### config.mk
export PLATFORM = sky130hd
export DESIGN_NAME = sseg_display_ctrl_flat
export DESIGN_NICKNAME = d
export VERILOG_FILES = /design/src/rtl/sseg_display_ctrl_if.sv /design/src/rtl/sseg_display_ctrl.sv /design/src/flat_wrapper.sv
export SDC_FILE = /design/constraint.sdc
export NUM_CORES = 1
export LEC_CHECK = 0
export BUFFER_PORTS_ARGS = -buffer_cell sky130_fd_sc_hd__buf_2
export CELL_PAD_IN_SITES_DETAIL_PLACEMENT = 1
export CELL_PAD_IN_SITES_GLOBAL_PLACEMENT = 2
export CORE_ASPECT_RATIO = 0.8
export CORE_MARGIN = 2
export CORE_UTILIZATION = 34
export DETAILED_ROUTE_END_ITERATION = 10
export GPL_ROUTABILITY_DRIVEN = 1
export PLACE_DENSITY_LB_ADDON = 0.3
export REMOVE_ABC_BUFFERS = 1
export SYNTH_ARGS = -nofsm -noshare
export SYNTH_HDL_FRONTEND = slang
export SYNTH_SLANG_ARGS = --single-unit
### constraint.sdc
create_clock -name clk -period 2 [get_ports clk]
set_input_delay 0.3 -clock clk [delete_from_list [all_inputs] [get_ports clk]]
set_output_delay 0.3 -clock clk [all_outputs]
set_load 0.01 [all_outputs]
### src/rtl/sseg_display_ctrl_if.sv
// Bundle of the request and display signals of the seven-segment display controller.
// The master side issues load requests; the slave side is the controller itself.
interface sseg_display_ctrl_if;
   logic        load;
   logic [15:0] value;
   logic        hex_mode;
   logic        signed_mode;
   logic        busy;
   logic        done;
   logic [23:0] digits;
   logic [5:0]  neg;
   logic [5:0]  en;

   modport master (
      output load, value, hex_mode, signed_mode,
      input  busy, done, digits, neg, en
   );

   modport slave (
      input  load, value, hex_mode, signed_mode,
      output busy, done, digits, neg, en
   );
endinterface

### src/rtl/sseg_display_ctrl.sv
// Six-digit seven-segment display formatter.
// A load captures a 16-bit value and its mode bits, takes the magnitude, converts it
// to five BCD digits by double-dabble, then formats digits, sign and enables.
// Every request takes exactly 18 edges from acceptance to the done pulse.
module sseg_display_ctrl (
   input  logic              clk,
   input  logic              reset,
   sseg_display_ctrl_if.slave bus
);

   typedef enum logic [1:0] {IDLE, ABS, CONV, FMT} state_t;

   state_t      state_q;
   logic [15:0] value_q;
   logic        hex_q;
   logic        signed_q;
   logic        neg_flag_q;
   // Upper 20 bits: BCD accumulator (5 digits); lower 16 bits: binary still to shift in.
   logic [35:0] conv_q;
   logic [4:0]  cnt_q;
   logic        busy_q;
   logic        done_q;
   logic [23:0] digits_q;
   logic [5:0]  neg_q;
   logic [5:0]  en_q;

   logic [16:0] mag_d;
   logic        neg_flag_d;
   logic [19:0] bcd_adj_d;
   logic [2:0]  k_d;
   logic [5:0]  en_dec_d;
   logic [5:0]  neg_dec_d;

   // Magnitude of the captured value; 17 bits so that -32768 becomes +32768.
   always_comb begin
      neg_flag_d = signed_q & ~hex_q & value_q[15];
      mag_d      = neg_flag_d ? (17'd0 - {value_q[15], value_q}) : {1'b0, value_q};
   end

   // Double-dabble correction: add 3 to every BCD nibble that is 5 or more.
   always_comb begin
      // NOTE: every combinational output gets a default first so no path leaves it unassigned (no latch).
      bcd_adj_d = '0;
      for (int i = 0; i < 5; i++) begin
         if (conv_q[16 + 4*i +: 4] >= 4'd5)
            bcd_adj_d[4*i +: 4] = conv_q[16 + 4*i +: 4] + 4'd3;
         else
            bcd_adj_d[4*i +: 4] = conv_q[16 + 4*i +: 4];
      end
   end

   // Decimal formatting: find the leading nonzero digit, enable up to it, place the sign above it.
   always_comb begin
      k_d       = '0;
      en_dec_d  = '0;
      neg_dec_d = '0;
      for (int i = 1; i < 5; i++) begin
         if (conv_q[16 + 4*i +: 4] != 4'd0)
            k_d = 3'(i);
      end
      for (int i = 0; i < 6; i++) begin
         if (i <= int'(k_d))
            en_dec_d[i] = 1'b1;
      end
      if (neg_flag_q) begin
         en_dec_d[k_d + 3'd1]  = 1'b1;
         neg_dec_d[k_d + 3'd1] = 1'b1;
      end
   end

   // Control FSM with registered display outputs; reset blanks the display and drops any conversion.
   always_ff @(posedge clk) begin
      // NOTE: sequential state uses non-blocking assignments so all registers update from pre-edge values.
      if (reset) begin
         state_q    <= IDLE;
         value_q    <= '0;
         hex_q      <= 1'b0;
         signed_q   <= 1'b0;
         neg_flag_q <= 1'b0;
         conv_q     <= '0;
         cnt_q      <= '0;
         busy_q     <= 1'b0;
         done_q     <= 1'b0;
         digits_q   <= '0;
         neg_q      <= '0;
         en_q       <= '0;
      end else begin
         done_q <= 1'b0;
         case (state_q)
            IDLE: begin
               if (bus.load) begin
                  value_q  <= bus.value;
                  hex_q    <= bus.hex_mode;
                  signed_q <= bus.signed_mode;
                  busy_q   <= 1'b1;
                  state_q  <= ABS;
               end
            end
            ABS: begin
               // Bit 16 of the magnitude seeds the BCD accumulator so the whole 17-bit value converts.
               conv_q     <= {19'd0, mag_d};
               neg_flag_q <= neg_flag_d;
               cnt_q      <= '0;
               state_q    <= CONV;
            end
            CONV: begin
               // Rotate rather than shift: the wrapped bit is always 0 for 5-digit results.
               conv_q <= {bcd_adj_d[18:0], conv_q[15:0], bcd_adj_d[19]};
               cnt_q  <= cnt_q + 5'd1;
               if (cnt_q == 5'd15)
                  state_q <= FMT;
            end
            FMT: begin
               if (hex_q) begin
                  digits_q <= {8'd0, value_q};
                  en_q     <= 6'b001111;
                  neg_q    <= 6'b000000;
               end else begin
                  digits_q <= {4'd0, conv_q[35:16]};
                  en_q     <= en_dec_d;
                  neg_q    <= neg_dec_d;
               end
               done_q  <= 1'b1;
               busy_q  <= 1'b0;
               state_q <= IDLE;
            end
            default: state_q <= IDLE;
         endcase
      end
   end

   assign bus.busy   = busy_q;
   assign bus.done   = done_q;
   assign bus.digits = digits_q;
   assign bus.neg    = neg_q;
   assign bus.en     = en_q;

endmodule
### src/flat_wrapper.sv
// flat-port wrapper written by rule: the top's interface ports become plain ports
module sseg_display_ctrl_flat 
  (clk, reset, bus_load, bus_value, bus_hex_mode, bus_signed_mode, bus_busy, bus_done, bus_digits, bus_neg, bus_en);
  sseg_display_ctrl_if bus_i ();
  input  logic clk;
  input  logic reset;
  input wire logic [$bits(bus_i.load)-1:0] bus_load;
  input wire logic [$bits(bus_i.value)-1:0] bus_value;
  input wire logic [$bits(bus_i.hex_mode)-1:0] bus_hex_mode;
  input wire logic [$bits(bus_i.signed_mode)-1:0] bus_signed_mode;
  output wire logic [$bits(bus_i.busy)-1:0] bus_busy;
  output wire logic [$bits(bus_i.done)-1:0] bus_done;
  output wire logic [$bits(bus_i.digits)-1:0] bus_digits;
  output wire logic [$bits(bus_i.neg)-1:0] bus_neg;
  output wire logic [$bits(bus_i.en)-1:0] bus_en;
  assign bus_i.load = bus_load;
  assign bus_i.value = bus_value;
  assign bus_i.hex_mode = bus_hex_mode;
  assign bus_i.signed_mode = bus_signed_mode;
  assign bus_busy = bus_i.busy;
  assign bus_done = bus_i.done;
  assign bus_digits = bus_i.digits;
  assign bus_neg = bus_i.neg;
  assign bus_en = bus_i.en;
  sseg_display_ctrl u_core (.clk(clk), .reset(reset), .bus(bus_i));
endmodule
### Yosys cells after proc, flatten, opt, wreduce, memory -nomap -nowiden

Index checks and enable logic that the tools add are counted.

| word-level totals | value |
|---|---|
| bits in registers | 100 |
| bits of input ports | 21 |
| output and inout port bits | 38 |
| logic and storage cells | 83 |

| operators by class | value |
|---|---|
| $add $sub $neg | 8 |
| order comparisons | 12 |
| equality and inequality tests | 6 |
| mux-type cells | 30 |
| bitwise logic cells | 4 |
| reductions and logical operators | 11 |

Operators with widths:

| cell | number |
|---|---|
| one-hot mux 36 bit (2 select lines) | 1 |
| two-way mux 6 bit | 4 |
| adder 4 x 2 -> 4 bit, second input constant | 5 |
| greater-or-equal comparator 4 x 3 -> 1 bit, second input constant | 5 |
| two-way mux 20 bit | 1 |
| two-way mux 4 bit | 5 |
| two-way mux 17 bit | 1 |
| subtractor 1 x 16 -> 17 bit, first input constant | 1 |
| nonzero test 4 bit | 4 |
| one-hot mux 5 bit (2 select lines) | 1 |
| two-way mux 1 bit | 9 |
| two-way mux 2 bit | 4 |
| one-hot mux 2 bit (4 select lines) | 1 |
| <= comparator 2 x 3 -> 1 bit, first input constant | 2 |
| <= comparator 3 bit, first input constant | 2 |
| bitwise OR 6 bit | 1 |
| AND reduction 2 bit | 3 |
| adder 5 x 1 -> 5 bit, second input constant | 1 |
| == test 5 x 4 -> 1 bit, second input constant | 1 |
| == test 2 bit, second input constant | 2 |
| < comparator 3 x 4 -> 1 bit, second input constant | 1 |
| nonzero test 2 bit | 2 |
| adder 3 x 1 -> 3 bit, second input constant | 1 |
| demux 1 bit (select 3 bit) | 1 |
| 11 further kinds | 12 |

### Longest topological paths before layout

Gate-level depths: netlist of run 1.

| logic depth | value |
|---|---|
| depth after elaboration | 13 |
| depth in mapped cells | 8 |
| gate-level depth less buffers | 7 |

### Worst setup path after synthesis of run 1

No wires, ideal clock.

| timing | value |
|---|---|
| path type | register to register |
| start point | register u_core.value_q[2] |
| end point | register u_core.conv_q[13] |
| setup time | 0.128 ns |
| arrival time | 1.736 ns |
| setup slack | 0.136 ns |
| stages on the path, launching flop included | 6 |
| path buffers | 0 |
| path through | dfxtp_1 > or3_4 > or3_4 > o41a_1 > xor2_1 > o2bb2ai_1 |

| on the way | value |
|---|---|
| longest elaborated chain between the ends | 3 |

Ends and longest elaborated chain:

| what | line | text |
|---|---|---|
| from (decl) | sseg_display_ctrl.sv:14 | `logic [15:0] value_q;` |
| from (signal assigned) | sseg_display_ctrl.sv:92 | `value_q <= bus.value;` |
| subtractor 1 x 16 -> 17 bit | sseg_display_ctrl.sv:37 | `mag_d = neg_flag_d ? (17'd0 - {value_q[15], value_q}) : {1'b0, value_q};` |
| two-way mux 17 bit | sseg_display_ctrl.sv:37 |  |
| one-hot mux 36 bit (2 select lines) | sseg_display_ctrl.sv:89 | `case (state_q)` |
| to (signal assigned) | sseg_display_ctrl.sv:101 | `conv_q <= {19'd0, mag_d};` |
| to (signal assigned) | sseg_display_ctrl.sv:108 | `conv_q <= {bcd_adj_d[18:0], conv_q[15:0], bcd_adj_d[19]};` |
| to (decl) | sseg_display_ctrl.sv:19 | `logic [35:0] conv_q;` |

Every way passes these cells.
A chain may end at the register's enable or synchronous reset.

### Final worst setup path of run 1

| timing | value |
|---|---|
| start point | register u_core.conv_q[32] |
| end point | register u_core.neg_q[1] (netlist: u_core.bus.neg[1]) |

| on the way | value |
|---|---|
| longest elaborated chain between the ends | 9 |
| elaborated cells on any way between the ends | 10 |

Ends and longest elaborated chain:

| what | line | text |
|---|---|---|
| nonzero test 4 bit (*) | sseg_display_ctrl.sv:58 | `if (conv_q[16 + 4*i +: 4] != 4'd0)` |
| two-way mux 3 bit (*) | sseg_display_ctrl.sv:58 |  |
| adder 3 x 1 -> 3 bit (*) | sseg_display_ctrl.sv:67 | `neg_dec_d[k_d + 3'd1] = 1'b1;` |
| < comparator 3 x 4 -> 1 bit (implied by the code) or greater-or-equal comparator 3 x 1 -> 1 bit (tied branches) | sseg_display_ctrl.sv:67 |  |
| logical AND 1 bit (implied by the code) | sseg_display_ctrl.sv:67 |  |
| two-way mux 1 bit (implied by the code) | sseg_display_ctrl.sv:67 |  |
| demux 1 bit (select 3 bit) (*) | - |  |
| two-way mux 6 bit (*) | sseg_display_ctrl.sv:65 | `if (neg_flag_q) begin` |
| two-way mux 6 bit (*) | sseg_display_ctrl.sv:114 | `if (hex_q) begin` |
| to (signal assigned) | sseg_display_ctrl.sv:121 | `neg_q <= neg_dec_d;` |
| to (decl) | sseg_display_ctrl.sv:24 | `logic [5:0] neg_q;` |

Every way passes the cells marked *; elsewhere a longest branch is shown, timed or not.

==> results.ini, run 1 <==
[status]
outcome = finished, final reports clean

[timing]
setup_tns_ns = 0
fmax_ghz = 0.5258
slew_headroom = 0.3924
tightest_slew_ns = 0.9080
finalClockSkew_ns = 0.01444
setup_viol = 0
rsz0062_at_grt = false
post-route-min-period_ns = 1.902
hold_viol = 0
timing.final.crit_share = 0.9510
drv_slew = 0

[min_path]
hp-class = in -> reg

[clock_network]
htree_levels = 3
clkSinkCount = 95
cts_buffers = 9
cts_buffer_depth = 2
root_buffer = clkbuf_16
clk_latency_ns = 0.36
cts_tree = done
clk_pin_slew_ns = 0.07

[detailed_routing]
ant_nets = 0
routed_wl_um = 13700
routedWlPerCell_um = 17.21
num_vias = 4121
dr.first_iter.drc_count = 236
drcViolationCount = 0
via_per_inst = 5.177
first_pass_iters = 4

[yosys]
synth-seq-cells = 95
ys_async_sr_fraction = 0
synth_edf_count = 0
synth.cell_area_um2 = 4534
yosysSeqAreaShare = 0.4194
synth_cell_types = 50
syn_avg_cell_area_um2 = 8.259
yosysWarnings = 0
synthFlopType = dfxtp_1
netlist_instances = 549

[setup_path]
cpMostUsedCell = or3b_4
cp.required_ns = 2.28
crit_path_start_kind = flip-flop
critPathMaxStageDelay_ns = 0.40
setup.worst_path.class = reg -> reg
slowest_stage = or3b_4
timing.critical_path.arrival_ns = 2.18
cp_max_fo = 4
crit_chain = inv_1 -> ha_4 -> or3b_4 -> nor3_4 -> nand2b_1 -> or3b_4 -> o21ai_0
crit_path_end_kind = flip-flop

[layout]
seqCellArea_um2 = 1902
multi_input_area_um2 = 2447
final_cells = 796
fillers = 1568
fin_area_um2 = 5479
layout-drive-gt1-share = 0.1997
area_growth_pct = 20.83
fin_nets = 655
num_antenna_cells = 0
post-route-util = 0.4227

[global_routing]
antenna_found_initial = 0
grt_pass1_vias = 4137
grt_use_total = 0.1999
grt_first_pass_wirelength_um = 22140
grt_remaining_overflow = 0
grt_max_degree = 39

[place]
hpwlAfterDp_um = 9979
place_area_um2 = 5161
globalplace.congestion = 0.8336
place_inst = 781
placement.io_buffers = 54

[die]
start_util = 0.3498
fp.coreArea_um2 = 12960
io_pins = 59
die_h_um = 107.3
die_width_um = 133.1
rows = 37
die-area_um2 = 14280

[power]
fin_total_pwr_mw = 6.216
p_leak_nw = 2.151
ir_worst_vdd_uv = 683.1
p_per_area_nw_per_um2 = 1135

[flow_run]
cap_violations = 0

-- per-stage QoR --
step	hold WS (ns)	worst slack (ns)
4_1_cts	0.1684	0.03732
3_5_place_dp	0.4510	-0.008540
6_report	0.1799	0.09801
5_1_grt	0.1787	0.002141
2_1_floorplan	0.3667	-0.4616
3_3_place_gp	0.4380	0.1093
-- report_power, final --
part | internal, mW | total (mW) | switching, mW
Sequential | 2.13 | 2.32 | 0.194
Combinational | 0.856 | 2.29 | 1.44
Clock | 0.864 | 1.60 | 0.736
-- sequential cells by signal, indices dropped and copies added, names as in the netlist --
name / cells
u_core.neg_flag_q: 1
u_core.bus.digits: 20
u_core.bus.en: 6
u_core.bus.busy: 1
u_core.state_q: 2
u_core.signed_q: 1
u_core.bus.neg: 5
u_core.cnt_q: 5
u_core.hex_q: 1
u_core.bus.done: 1
u_core.conv_q: 36
u_core.value_q: 16
-- cell families after synthesis --
kind of cell               count (synthesis)  synth area share
AOI/OAI and AO/OA                        151            0.2092
xor gates and xnor gates                  16           0.03091
adders and majority gates                 17           0.04691
buffers and inverters                     61           0.05491
DFF                                       95            0.4194
muxes                                     21           0.04636
other                                      1         0.0008270
and+or+nand+nor                          187            0.1915
-- cells in the final DEF (no fill, tap or decap), types with 9 or more instances in the layout --
master	synthesis	final
nand2_1	63	63
o21ai_0	30	28
clkbuf_16	0	9
a211oi_1	19	19
buf_4	5	39
nor3_1	11	10
a22o_1	10	10
ha_1	17	14
inv_1	21	20
a21oi_1	56	56
buf_2	1	54
mux2i_1	21	21
nor2_1	64	64
dfxtp_1	95	95
-- metal layers --
metal / vias to the layer above / wire [µm] / global-route usage
met1: 1993 / 6801 / 0.2789
met4: 0 / 120 / 0.05623
met2: 74 / 6088 / 0.3068
met3: 10 / 688 / 0.05085
met5: - / 0 / 0
li1: 2044 / - / -
-- worst paths after layout --
path | start | to | slack [ns] | depth (start not counted)
setup reg to reg | u_core.conv_q[32] | u_core.bus.neg[1] | 0.1 | 7
hold reg to reg | u_core.bus.en[0] | u_core.bus.en[0] | 0.46 | 2
hold / removal | bus_value[7] | u_core.value_q[7] | 0.18 | 3
setup / recovery | u_core.conv_q[32] | u_core.bus.neg[1] | 0.1 | 7
-- layout make-up --
class | instances | share of cell area
tap | 175 | 0.03996
inverter | 22 | 0.01507
sequential | 95 | 0.3471
timing repair buffer | 93 | 0.1028
clock inverter | 4 | 0.004111
clock buffer | 11 | 0.04430
multi-input combinational | 396 | 0.4467
-- Yosys cell counts, types with 8 or more instances --
cell type,count,share of area
xnor2_1,8,0.015
clkbuf_1,26,0.022
a211oi_1,19,0.031
ha_1,17,0.047
a21oi_1,56,0.062
nor2_1,64,0.053
mux2i_1,21,0.046
nor3_1,11,0.012
and3_1,8,0.011
a22o_1,10,0.019
dfxtp_1,95,0.42
xor2_1,8,0.015
nand2_1,63,0.052
o21ai_0,30,0.033
inv_1,21,0.017
-- worst max-delay path, delay by kind of cell, from the launching register on --
kind            cells  cell delay (ns)
simple gates        4             1.08
flops               1             0.31
buf+inv             1             0.12
fa+ha+maj           1             0.16
compound gates      1             0.16
-- timing repair --
action	CTS	global route
resized for setup	1	13
setup buffers	0	0
setup endpoints to repair	2	6
hold buffers	0	0
pin swaps	0	2
hold endpoints to repair	0	0
No activity file was read; power rests on OpenSTA's default activity.
==> run 2, diff against run 1 <==
--- a/config.mk
+++ b/config.mk
@@ -5,12 +5,13 @@
 export SDC_FILE = /design/constraint.sdc
 export NUM_CORES = 1
 export LEC_CHECK = 0
+export ABC_AREA = 1
 export BUFFER_PORTS_ARGS = -buffer_cell sky130_fd_sc_hd__buf_2
 export CELL_PAD_IN_SITES_DETAIL_PLACEMENT = 1
 export CELL_PAD_IN_SITES_GLOBAL_PLACEMENT = 2
 export CORE_ASPECT_RATIO = 0.8
 export CORE_MARGIN = 2
-export CORE_UTILIZATION = 34
+export CORE_UTILIZATION = 33
 export DETAILED_ROUTE_END_ITERATION = 10
 export GPL_ROUTABILITY_DRIVEN = 1
 export PLACE_DENSITY_LB_ADDON = 0.3
==> results.ini, run 2 <==
[timing]
hold_viol = 0
slew_headroom = 0.5928
setup_viol = 0
fmax_ghz = 0.5907
timing.final.crit_share = 0.8465
rsz0062_at_grt = false
post-route-min-period_ns = 1.693
finalClockSkew_ns = 0.006378
tightest_slew_ns = 0.6109
drv_slew = 0
setup_slack_ns = 0.3070

[setup_path]
r2r_start = u_core.state_q[0]
crit_buf_inv = 3
setup.worst_path.class = reg -> reg
crit_path_start_kind = flip-flop
slowest_stage = dfxtp_1
cp_max_fo = 18
path_delay_family = buffers and inverters
cp.required_ns = 2.28
crit_path_end_kind = flip-flop
reg2reg_slack_ns = 0.31
timing.critical_path.arrival_ns = 1.98
reg2reg_depth = 8
critPathMaxStageDelay_ns = 0.38
crit_cells = 8
crit_chain = inv_1 -> ha_1 -> nand2_1 -> inv_2 -> nand2_1 -> o21ai_0 -> inv_1 -> a21oi_1
rr_endpoint = u_core.conv_q[8]

[power]
switchingPower_mw = 2.398
netSwitchingFraction = 0.3786
ir_worst_vdd_uv = 515.8
fin_total_pwr_mw = 6.333
clock_power_share = 0.289
p_leak_nw = 2.273
p_per_area_nw_per_um2 = 1167
comb_power_share = 0.334
p_seq_frac = 0.376
power.internal_mw = 3.936

[yosys]
netlist_instances = 631
yosys.area.top_type = dfxtp_1
syn_avg_cell_area_um2 = 7.382
synth_edf_count = 0
synth.cell_area_um2 = 4658
ys_async_sr_fraction = 0
yosysSeqAreaShare = 0.4083
yosysMostFrequentCell = nand2_1
synthTopCellsByCount = nand2_1, dfxtp_1, a21oi_1, inv_1, o21ai_0
synth_top_cell_area_share = 0.4083
yosysWarnings = 0
synthTopCellsByArea = dfxtp_1, a21oi_1, nand2_1
synthFlopType = dfxtp_1
synth_cell_types = 42
synth-seq-cells = 95

[die]
die_h_um = 110.3
die-area_um2 = 15090
io_pins = 59
die_width_um = 136.8
start_util = 0.3402
fp.coreArea_um2 = 13690
rows = 38

[detailed_routing]
via_per_inst = 5.052
num_vias = 4365
ant_nets = 0
drcViolationCount = 0
dr.first_iter.drc_count = 154
routedWlPerCell_um = 16.42
routed_wl_um = 14190
first_pass_iters = 4

[place]
pre_cts_ws_ns = 0.2966
hpwlAfterDp_um = 10050
globalplace.congestion = 0.8067
placement.io_buffers = 54

[global_routing]
grt_pass1_vias = 4319
grt_remaining_overflow = 0
antenna_found_initial = 0
grt_first_pass_wirelength_um = 23270
grt_max_degree = 49
grt_use_total = 0.2013

[clock_network]
cts_hold_buf = 0
clkSinkCount = 95
cts_tree = done
htree_levels = 3
cts_buffer_depth = 2
clk_pin_slew_ns = 0.07
cts_buffers = 9
post_cts_buffers = 0
cts-resized-gates = 0
clk_latency_ns = 0.35
root_buffer = clkbuf_16

[layout]
final_common_cell = nand2_1
fin_nets = 717
area_growth_pct = 16.49
final_cell_mix = nand2_1, dfxtp_1, a21oi_1
largest_reg_flops = 36
largest_register = u_core.conv_q
num_antenna_cells = 0
layout-drive-gt1-share = 0.1579

[min_path]
worstHoldPathCells = 3
hp-class = in -> reg
min_from = bus_signed_mode
worstHoldEndpoint = u_core.signed_q

[status]
outcome = finished, final reports clean

[flow_run]
cap_violations = 0

[run 2: worst max-delay path by stage]
stage / startpoint / endpoint / slack (ns)
2_1_floorplan: u_core.state_q[0] / u_core.conv_q[1] / -0.04
3_3_place_gp: u_core.conv_q[20] / u_core.conv_q[22] / 0.37
3_5_place_dp: u_core.state_q[1] / u_core.conv_q[8] / 0.30
4_1_cts: u_core.conv_q[20] / u_core.conv_q[21] / 0.28
5_1_grt: u_core.state_q[0] / u_core.conv_q[8] / 0.05
6_report: u_core.state_q[0] / u_core.conv_q[8] / 0.31
[run 2: per-stage QoR]
stage               hold slack (ns)  TNS [ns]  area [µm²]  utilization  instances
global placement             0.4248         0        5120       0.3739        848
finish                       0.2123         0        5426       0.3963        864
CTS                          0.2111         0        5426       0.3963        864
floorplan                    0.3624  -0.03639        4494            -        600
global route                 0.2129         0        5426       0.3963        864
detailed placement           0.4344         0        5120       0.3739        848
[run 2: area by class of cell]
type | instances | area, µm²
clock buffers | 12 | 236.5
clock inverters | 4 | 70.07
fillers | 1714 | 8267
inverters | 78 | 302.8
multi-input cells | 427 | 2290
flip-flops and latches | 95 | 1902
well taps | 180 | 225.2
repair buffers | 68 | 400.4
[run 2: kinds of logic after synthesis]
logic type / after synthesis / synth area share
adder cells (fa/ha/maj): 17 / 0.04566
XOR/XNOR: 8 / 0.01504
buffers and inverters: 112 / 0.1026
AND/OR/NAND/NOR: 197 / 0.1896
flip-flops: 95 / 0.4083
AO/OA/AOI/OAI: 201 / 0.2380
other: 1 / 0.0008050
[run 2: worst register-to-register path, stage by stage (launching register included)]
cell and delay [ns]:
dfxtp_1 0.38, inv_1 0.10, ha_1 0.36, nand2_1 0.13, inv_2 0.31, nand2_1 0.08, o21ai_0 0.09, inv_1 0.06
a21oi_1 0.13
[run 2: power groups by stage]
stage / Clock, mW / Sequential (mW) / Combinational (mW)
finish: 1.83 / 2.38 / 2.12
global route: 1.96 / 2.42 / 2.38
CTS: 1.88 / 2.39 / 2.14
detailed placement: 0 / 2.43 / 2.12
global placement: 0 / 2.41 / 2.10
floorplan: 0 / 2.40 / 1.21
[run 2: per-layer routing]
metal  routed length, µm  track usage  up-vias
met2                6152       0.3157       76
met4                 172      0.04713        0
met5                   0            0        -
li1                    -            -     2192
met3                 517      0.04572        8
met1                7348       0.2819     2089
